--- src/rtl/dma_desc_sched_pkg.sv ---
// Shared DMA types: descriptor/control/status structs, streamer handshake and FSM states.
`ifndef DMA_NUM_DESC
`define DMA_NUM_DESC 2
`endif

package dma_pkg;
   localparam int NUM_DESC     = `DMA_NUM_DESC;
   localparam int RD_TXN_DEPTH = 4;
   localparam int WR_TXN_DEPTH = 4;

   typedef logic [$clog2(NUM_DESC)-1:0]  idx_desc_t;
   // One extra bit so NUM_DESC itself is representable as the terminal count.
   typedef logic [$clog2(`DMA_NUM_DESC):0] desc_cnt_t;
   typedef logic [$clog2(RD_TXN_DEPTH):0] pend_rd_t;
   typedef logic [$clog2(WR_TXN_DEPTH):0] pend_wr_t;

   typedef enum logic [1:0] {
      DMA_ST_IDLE,
      DMA_ST_CFG,
      DMA_ST_RUN,
      DMA_ST_DONE
   } dma_st_t;

   typedef struct packed {
      logic        go;
      logic        abort_req;
      logic [7:0]  max_burst;
   } s_dma_control_t;

   typedef struct packed {
      logic [31:0] src_addr;
      logic [31:0] dst_addr;
      logic [31:0] num_bytes;
      logic        enable;
   } s_dma_desc_t;

   typedef struct packed {
      logic        valid;
      logic        rd_nwr;
   } s_dma_error_t;

   typedef struct packed {
      logic        error;
      logic        done;
   } s_dma_status_t;

   typedef struct packed {
      logic        valid;
      idx_desc_t   idx;
   } s_dma_str_in_t;

   typedef struct packed {
      logic        done;
   } s_dma_str_out_t;

   function automatic logic desc_live(input s_dma_desc_t d);
      return d.enable && (d.num_bytes != '0);
   endfunction
endpackage

--- src/rtl/dma_desc_sched_pick.sv ---
// Combinational picker: lowest live descriptor at or above start, with a none-left indication.
module dma_desc_pick
   import dma_pkg::*;
(
   input  s_dma_desc_t [NUM_DESC-1:0] desc,
   input  desc_cnt_t                  start,
   output logic                       hit,
   output desc_cnt_t                  pick_idx
);
   // Walk downward so the lowest qualifying index is the last one written.
   always_comb begin
      hit      = 1'b0;
      pick_idx = desc_cnt_t'(NUM_DESC);
      for (int i = NUM_DESC-1; i >= 0; i--) begin
         if ((desc_cnt_t'(i) >= start) && desc_live(desc[i])) begin
            hit      = 1'b1;
            pick_idx = desc_cnt_t'(i);
         end
      end
   end

   logic unused_addr;
   always_comb begin
      unused_addr = 1'b0;
      for (int i = 0; i < NUM_DESC; i++)
         unused_addr = unused_addr ^ (^{desc[i].src_addr, desc[i].dst_addr});
   end
endmodule

--- src/rtl/dma_desc_sched.sv ---
// DMA descriptor sequencer: walks CSR descriptors, hands each to rd/wr streamers,
// drains outstanding AXI traffic on abort/error and reports sticky done/error status.
module dma_desc_sched
   import dma_pkg::*;
(
   input  logic                       clk,
   input  logic                       rst,
   input  s_dma_control_t             dma_ctrl_i,
   input  s_dma_desc_t [NUM_DESC-1:0] dma_desc_i,
   input  s_dma_error_t               dma_error_i,
   input  pend_rd_t                   rd_pend_i,
   input  pend_wr_t                   wr_pend_i,
   output s_dma_str_in_t              dma_stream_rd_o,
   input  s_dma_str_out_t             dma_stream_rd_i,
   output s_dma_str_in_t              dma_stream_wr_o,
   input  s_dma_str_out_t             dma_stream_wr_i,
   output s_dma_status_t              dma_stats_o,
   output logic                       dma_active_o,
   output logic                       clear_dma_o
);
   dma_st_t   st;
   desc_cnt_t idx;
   logic      rd_vld, wr_vld;
   logic      rd_done_q, wr_done_q;
   logic      draining;
   logic      pick_hit;
   desc_cnt_t pick_idx;
   logic      rd_fin, wr_fin;

   dma_desc_pick u_pick (
      .desc     (dma_desc_i),
      .start    (idx),
      .hit      (pick_hit),
      .pick_idx (pick_idx)
   );

   // A done pulse only counts while that streamer is actually holding valid.
   assign rd_fin = rd_done_q | (rd_vld & dma_stream_rd_i.done);
   assign wr_fin = wr_done_q | (wr_vld & dma_stream_wr_i.done);

   assign dma_stream_rd_o.valid = rd_vld;
   assign dma_stream_rd_o.idx   = idx[$bits(idx_desc_t)-1:0];
   assign dma_stream_wr_o.valid = wr_vld;
   assign dma_stream_wr_o.idx   = idx[$bits(idx_desc_t)-1:0];

   always_ff @(posedge clk) begin
      if (!rst) begin
         st           <= DMA_ST_IDLE;
         idx          <= '0;
         rd_vld       <= 1'b0;
         wr_vld       <= 1'b0;
         rd_done_q    <= 1'b0;
         wr_done_q    <= 1'b0;
         draining     <= 1'b0;
         dma_stats_o  <= '0;
         dma_active_o <= 1'b0;
         clear_dma_o  <= 1'b0;
      end else begin
         clear_dma_o <= 1'b0;
         case (st)
            DMA_ST_IDLE: begin
               if (dma_ctrl_i.go) begin
                  st           <= DMA_ST_CFG;
                  clear_dma_o  <= 1'b1;
                  dma_stats_o  <= '0;
                  idx          <= '0;
                  dma_active_o <= 1'b1;
               end
            end
            DMA_ST_CFG, DMA_ST_RUN: begin
               if (dma_error_i.valid || dma_ctrl_i.abort_req) begin
                  // Error outranks abort and any coincident done pulse.
                  if (dma_error_i.valid) dma_stats_o.error <= 1'b1;
                  st        <= DMA_ST_RUN;
                  rd_vld    <= 1'b0;
                  wr_vld    <= 1'b0;
                  rd_done_q <= 1'b0;
                  wr_done_q <= 1'b0;
                  draining  <= 1'b1;
               end else if (draining) begin
                  if ((rd_pend_i == '0) && (wr_pend_i == '0)) begin
                     st               <= DMA_ST_DONE;
                     draining         <= 1'b0;
                     dma_stats_o.done <= 1'b1;
                     dma_active_o     <= 1'b0;
                  end
               end else if (st == DMA_ST_CFG) begin
                  if (pick_hit) begin
                     idx    <= pick_idx;
                     rd_vld <= 1'b1;
                     wr_vld <= 1'b1;
                     st     <= DMA_ST_RUN;
                  end else begin
                     st               <= DMA_ST_DONE;
                     dma_stats_o.done <= 1'b1;
                     dma_active_o     <= 1'b0;
                  end
               end else begin
                  if (rd_vld && dma_stream_rd_i.done) begin
                     rd_vld    <= 1'b0;
                     rd_done_q <= 1'b1;
                  end
                  if (wr_vld && dma_stream_wr_i.done) begin
                     wr_vld    <= 1'b0;
                     wr_done_q <= 1'b1;
                  end
                  if (rd_fin && wr_fin) begin
                     rd_done_q <= 1'b0;
                     wr_done_q <= 1'b0;
                     idx       <= idx + desc_cnt_t'(1);
                     st        <= DMA_ST_CFG;
                  end
               end
            end
            DMA_ST_DONE: begin
               // Requires go to drop first, so a held go never re-arms.
               if (!dma_ctrl_i.go) st <= DMA_ST_IDLE;
            end
            default: st <= DMA_ST_IDLE;
         endcase
      end
   end

   logic unused_ctrl;
   assign unused_ctrl = ^{dma_ctrl_i.max_burst, dma_error_i.rd_nwr};
endmodule

--- config.mk ---
export PLATFORM = sky130hd
export DESIGN_NAME = dma_desc_sched
export DESIGN_NICKNAME = d
export VERILOG_FILES = /design/src/rtl/dma_desc_sched_pkg.sv /design/src/rtl/dma_desc_sched_pick.sv /design/src/rtl/dma_desc_sched.sv
export SDC_FILE = /design/constraint.sdc
export NUM_CORES = 1
export LEC_CHECK = 0
export CAP_MARGIN = 20
export CORE_AREA = 2 2 88 90
export DETAILED_ROUTE_END_ITERATION = 10
export DIE_AREA = 0 0 90 92
export PLACE_DENSITY_LB_ADDON = 0.2
export SLEW_MARGIN = 20
export SYNTH_ARGS = -nofsm -noshare
export SYNTH_HDL_FRONTEND = slang
export SYNTH_SLANG_ARGS = --single-unit
--- constraint.sdc ---
create_clock -name clk -period 1.95 [get_ports clk]
set_input_delay 0.39 -clock clk [delete_from_list [all_inputs] [get_ports clk]]
set_output_delay 0.39 -clock clk [all_outputs]
set_load 0.1 [all_outputs]
==> results.py <==
metrics = {
    "status": {
        "status": "finished, final reports clean",
    },
    "detailed_routing": {
        "vias": 1426,
        "drt-initial-drc-count": 36,
        "routed_via_density": 4.22,
        "drc_errors": 0,
        "routed-wl-met3_microns": 515,
        "wl_per_cell_microns": 13.3,
        "met1Wirelength_microns": 1940,
        "drt-pass1-iter-count": 4,
        "ant_nets": 0,
        "met2_length_microns": 1990,
        "drt_wl_total_microns": 4500,
        "top_layer": "met5",
    },
    "synthesis": {
        "synthCells": 128,
        "yosysUniqueCellTypes": 35,
        "syn_area_per_cell_sq_um": 7.84,
        "synth_fp_nets": 350,
        "synth-seq-cells": 13,
        "synth_seq_area_share_pct": 25.9,
        "syn_area_sq_um": 1000,
        "ys_warn_count": 0,
    },
    "critical_path": {
        "cp.arrival_ns": 2.00,
        "setup.worst_path.end_class": "flip-flop",
        "cp.required_ns": 2.09,
        "crit_type": "in2reg",
        "cp-start-kind": "primary input",
        "crit_fanout": 3,
    },
    "placed_design": {
        "gp_congestion": 0.781,
        "placed_cells": 332,
        "detailed_place.area_sq_um": 2150,
        "pre_cts_ws_ns": -0.299,
        "hpwl_microns": 3660,
        "io_buffers": 86,
    },
    "floorplanning": {
        "ios": 224,
        "core_sq_um": 7450,
        "start_util_pct": 13.5,
        "dieArea_sq_um": 8280,
        "rows": 32,
        "die_x_microns": 90,
        "dieHeight_microns": 92,
    },
    "pwr": {
        "power_density_nw_per_um2": 670,
        "p_int_w": 0.000930,
        "switching_share_pct": 42.0,
        "leakage_nw": 1.03,
        "peakVddDrop_mv": 0.499,
        "p_switching_w": 0.000672,
        "p_clk_share_pct": 15.9,
        "pwr-share-seq_pct": 21.4,
        "comb_power_share_pct": 62.7,
    },
    "cts": {
        "clockBufferDepth": 2,
        "cts_tree": "built",
        "cts-root-buf": "clkbuf_8",
        "clock_latency_ns": 0.25,
        "cts_hold_buf": 0,
        "clk_pin_slew_worst_paths_ns": 0.06,
        "cts_buffers": 3,
        "htreeDepth": 1,
        "numClockSinks": 13,
    },
    "global_routing": {
        "grt_pass1_vias": 1377,
        "antenna_found_initial": 2,
        "grt_first_pass_wirelength_microns": 6750,
        "grt_use_total_pct": 10.1,
        "grt.overflow.total": 0,
        "grt_max_degree": 10,
    },
    "cells_and_area": {
        "drive_gt1_share_pct": 26.0,
        "area_growth_pct": 138,
        "fin_nets": 458,
        "fill_cells": 783,
        "stdcell_count": 338,
        "final_common_cell": "clkdlybuf4s50_1",
        "fin_util_pct": 32.1,
        "final_cell_mix": "clkdlybuf4s50_1, buf_4, dlymetal6s2s_1, nor4_2, dfxtp_1",
        "finalInstanceArea_sq_um": 2390,
    },
    "timing": {
        "relSlewSlack_pct": 76.0,
        "drv_slew": 0,
        "min_period_over_period_pct": 95.3,
        "fin_ws_ns": 0.0910,
        "post-route-min-period_ns": 1.86,
        "setup_viol": 0,
        "finalHoldViolCount": 0,
        "tightest_slew_ns": 0.358,
        "fin_skew_ns": 0.00454,
        "max_freq_mhz": 538,
    },
    "hold_path": {
        "hold_path.class": "reg2reg",
    },
    "flow_run": {
        "max_cap_violations": 0,
    },
}
per-layer routing:
metal / up-vias / track usage (%)
met2: 59 / 15.5
met4: 4 / 2.31
met3: 10 / 4.85
met5: - / 0
met1: 640 / 12.8
li1: 713 / -
through the flow:
step           hold slack [ns]  setup TNS (ns)  power [W]
4_1_cts                  0.487               0    0.00157
3_3_place_gp             0.479           -1.92    0.00132
3_5_place_dp             0.478           -2.04    0.00131
2_1_floorplan            0.459               0   0.000828
6_report                 0.481               0    0.00160
5_1_grt                  0.501         -0.0372    0.00172
synthesized netlist by cell type:
library cell  count  share of area (%)
a2111o_1          1                1.1
a211oi_1          3                2.2
a21oi_1          12                6.0
a221o_1           1                1.0
a22o_1            1               0.87
a22oi_1           1               0.75
a31oi_1           4                2.5
a32oi_1           1               0.87
and3_1            1               0.62
buf_4             4                3.0
clkbuf_1          3                1.1
clkinv_1          1               0.37
dfxtp_1          13                 26
ha_1              6                7.5
inv_1             7                2.6
mux2i_1           3                3.0
nand2_1           4                1.5
nand2b_1          2                1.2
nand3_1           4                2.0
nand4_1           6                3.7
nor2_1           13                4.9
nor2b_1           2                1.2
nor3_1            3                1.5
nor3_2            1                1.0
nor4_1           15                9.4
nor4_2            1                1.2
o2111ai_1         1               0.87
o211ai_2          2                2.5
o21ai_0           6                3.0
o221ai_4          1                2.6
o22ai_1           1               0.62
o311a_1           1                1.0
or2_2             1               0.62
or3b_2            1               0.87
or4_1             1               0.75
power groups by stage:
stage	registers (W)	clock network, W	logic, W
floorplan	0.000441	0	0.000387
global placement	0.000348	0	0.000968
detailed placement	0.000347	0	0.000964
global route	0.000351	0.000274	0.00109
CTS	0.000341	0.000258	0.000970
finish	0.000343	0.000254	0.00101
what timing repair did:
item / in CTS / in global routing
pin swaps: 1 / 24
resized for setup: 2 / 43
setup endpoints to repair: 5 / 8
setup buffers: 0 / 1
worst max-delay path: stages:
cell,delay [ns]
clkdlybuf4s50_1,0.40
or4_4,0.43
nor3_4,0.27
buf_6,0.14
a32oi_2,0.04
o311a_1,0.34
registers in the layout, indices dropped and copies added (netlist names):
| register | cells |
|---|---|
| dma_stats_o | 2 |
| rd_vld | 1 |
| dma_active_o | 1 |
| st | 2 |
| draining | 1 |
| clear_dma_o | 1 |
| idx | 2 |
| wr_vld | 1 |
| rd_done_q | 1 |
| wr_done_q | 1 |
path summary, 6_finish.rpt:
kind | from | endpoint | slack [ns] | cells after the start
worst max-delay path | rd_pend_i[2] | dma_active_o | 0.09 | 6
worst min-delay path | idx[1] | idx[1] | 0.48 | 2
worst max register to register | st[1] | rd_vld | 0.12 | 5
worst min register to register | idx[1] | idx[1] | 0.48 | 2
logic make-up after synthesis:
group | after synthesis | synth area share, %
buffers and inverters | 15 | 7.11
adders and majority gates | 6 | 7.48
and+or+nand+nor | 55 | 30.5
AOI/OAI and AO/OA | 36 | 25.9
DFF | 13 | 25.9
muxes | 3 | 2.99
final cells by class:
class | instances | area [sq um] | area share (%)
Timing Repair Buffer | 110 | 1130 | 47.3
Multi-Input combinational cell | 100 | 795 | 33.2
Sequential cell | 13 | 260 | 10.9
Tap cell | 102 | 128 | 5.33
Clock buffer | 4 | 45.0 | 1.88
Inverter | 8 | 30.0 | 1.26
Antenna cell | 1 | 2.50 | 0.105
(Power assumes the default switching activity.)
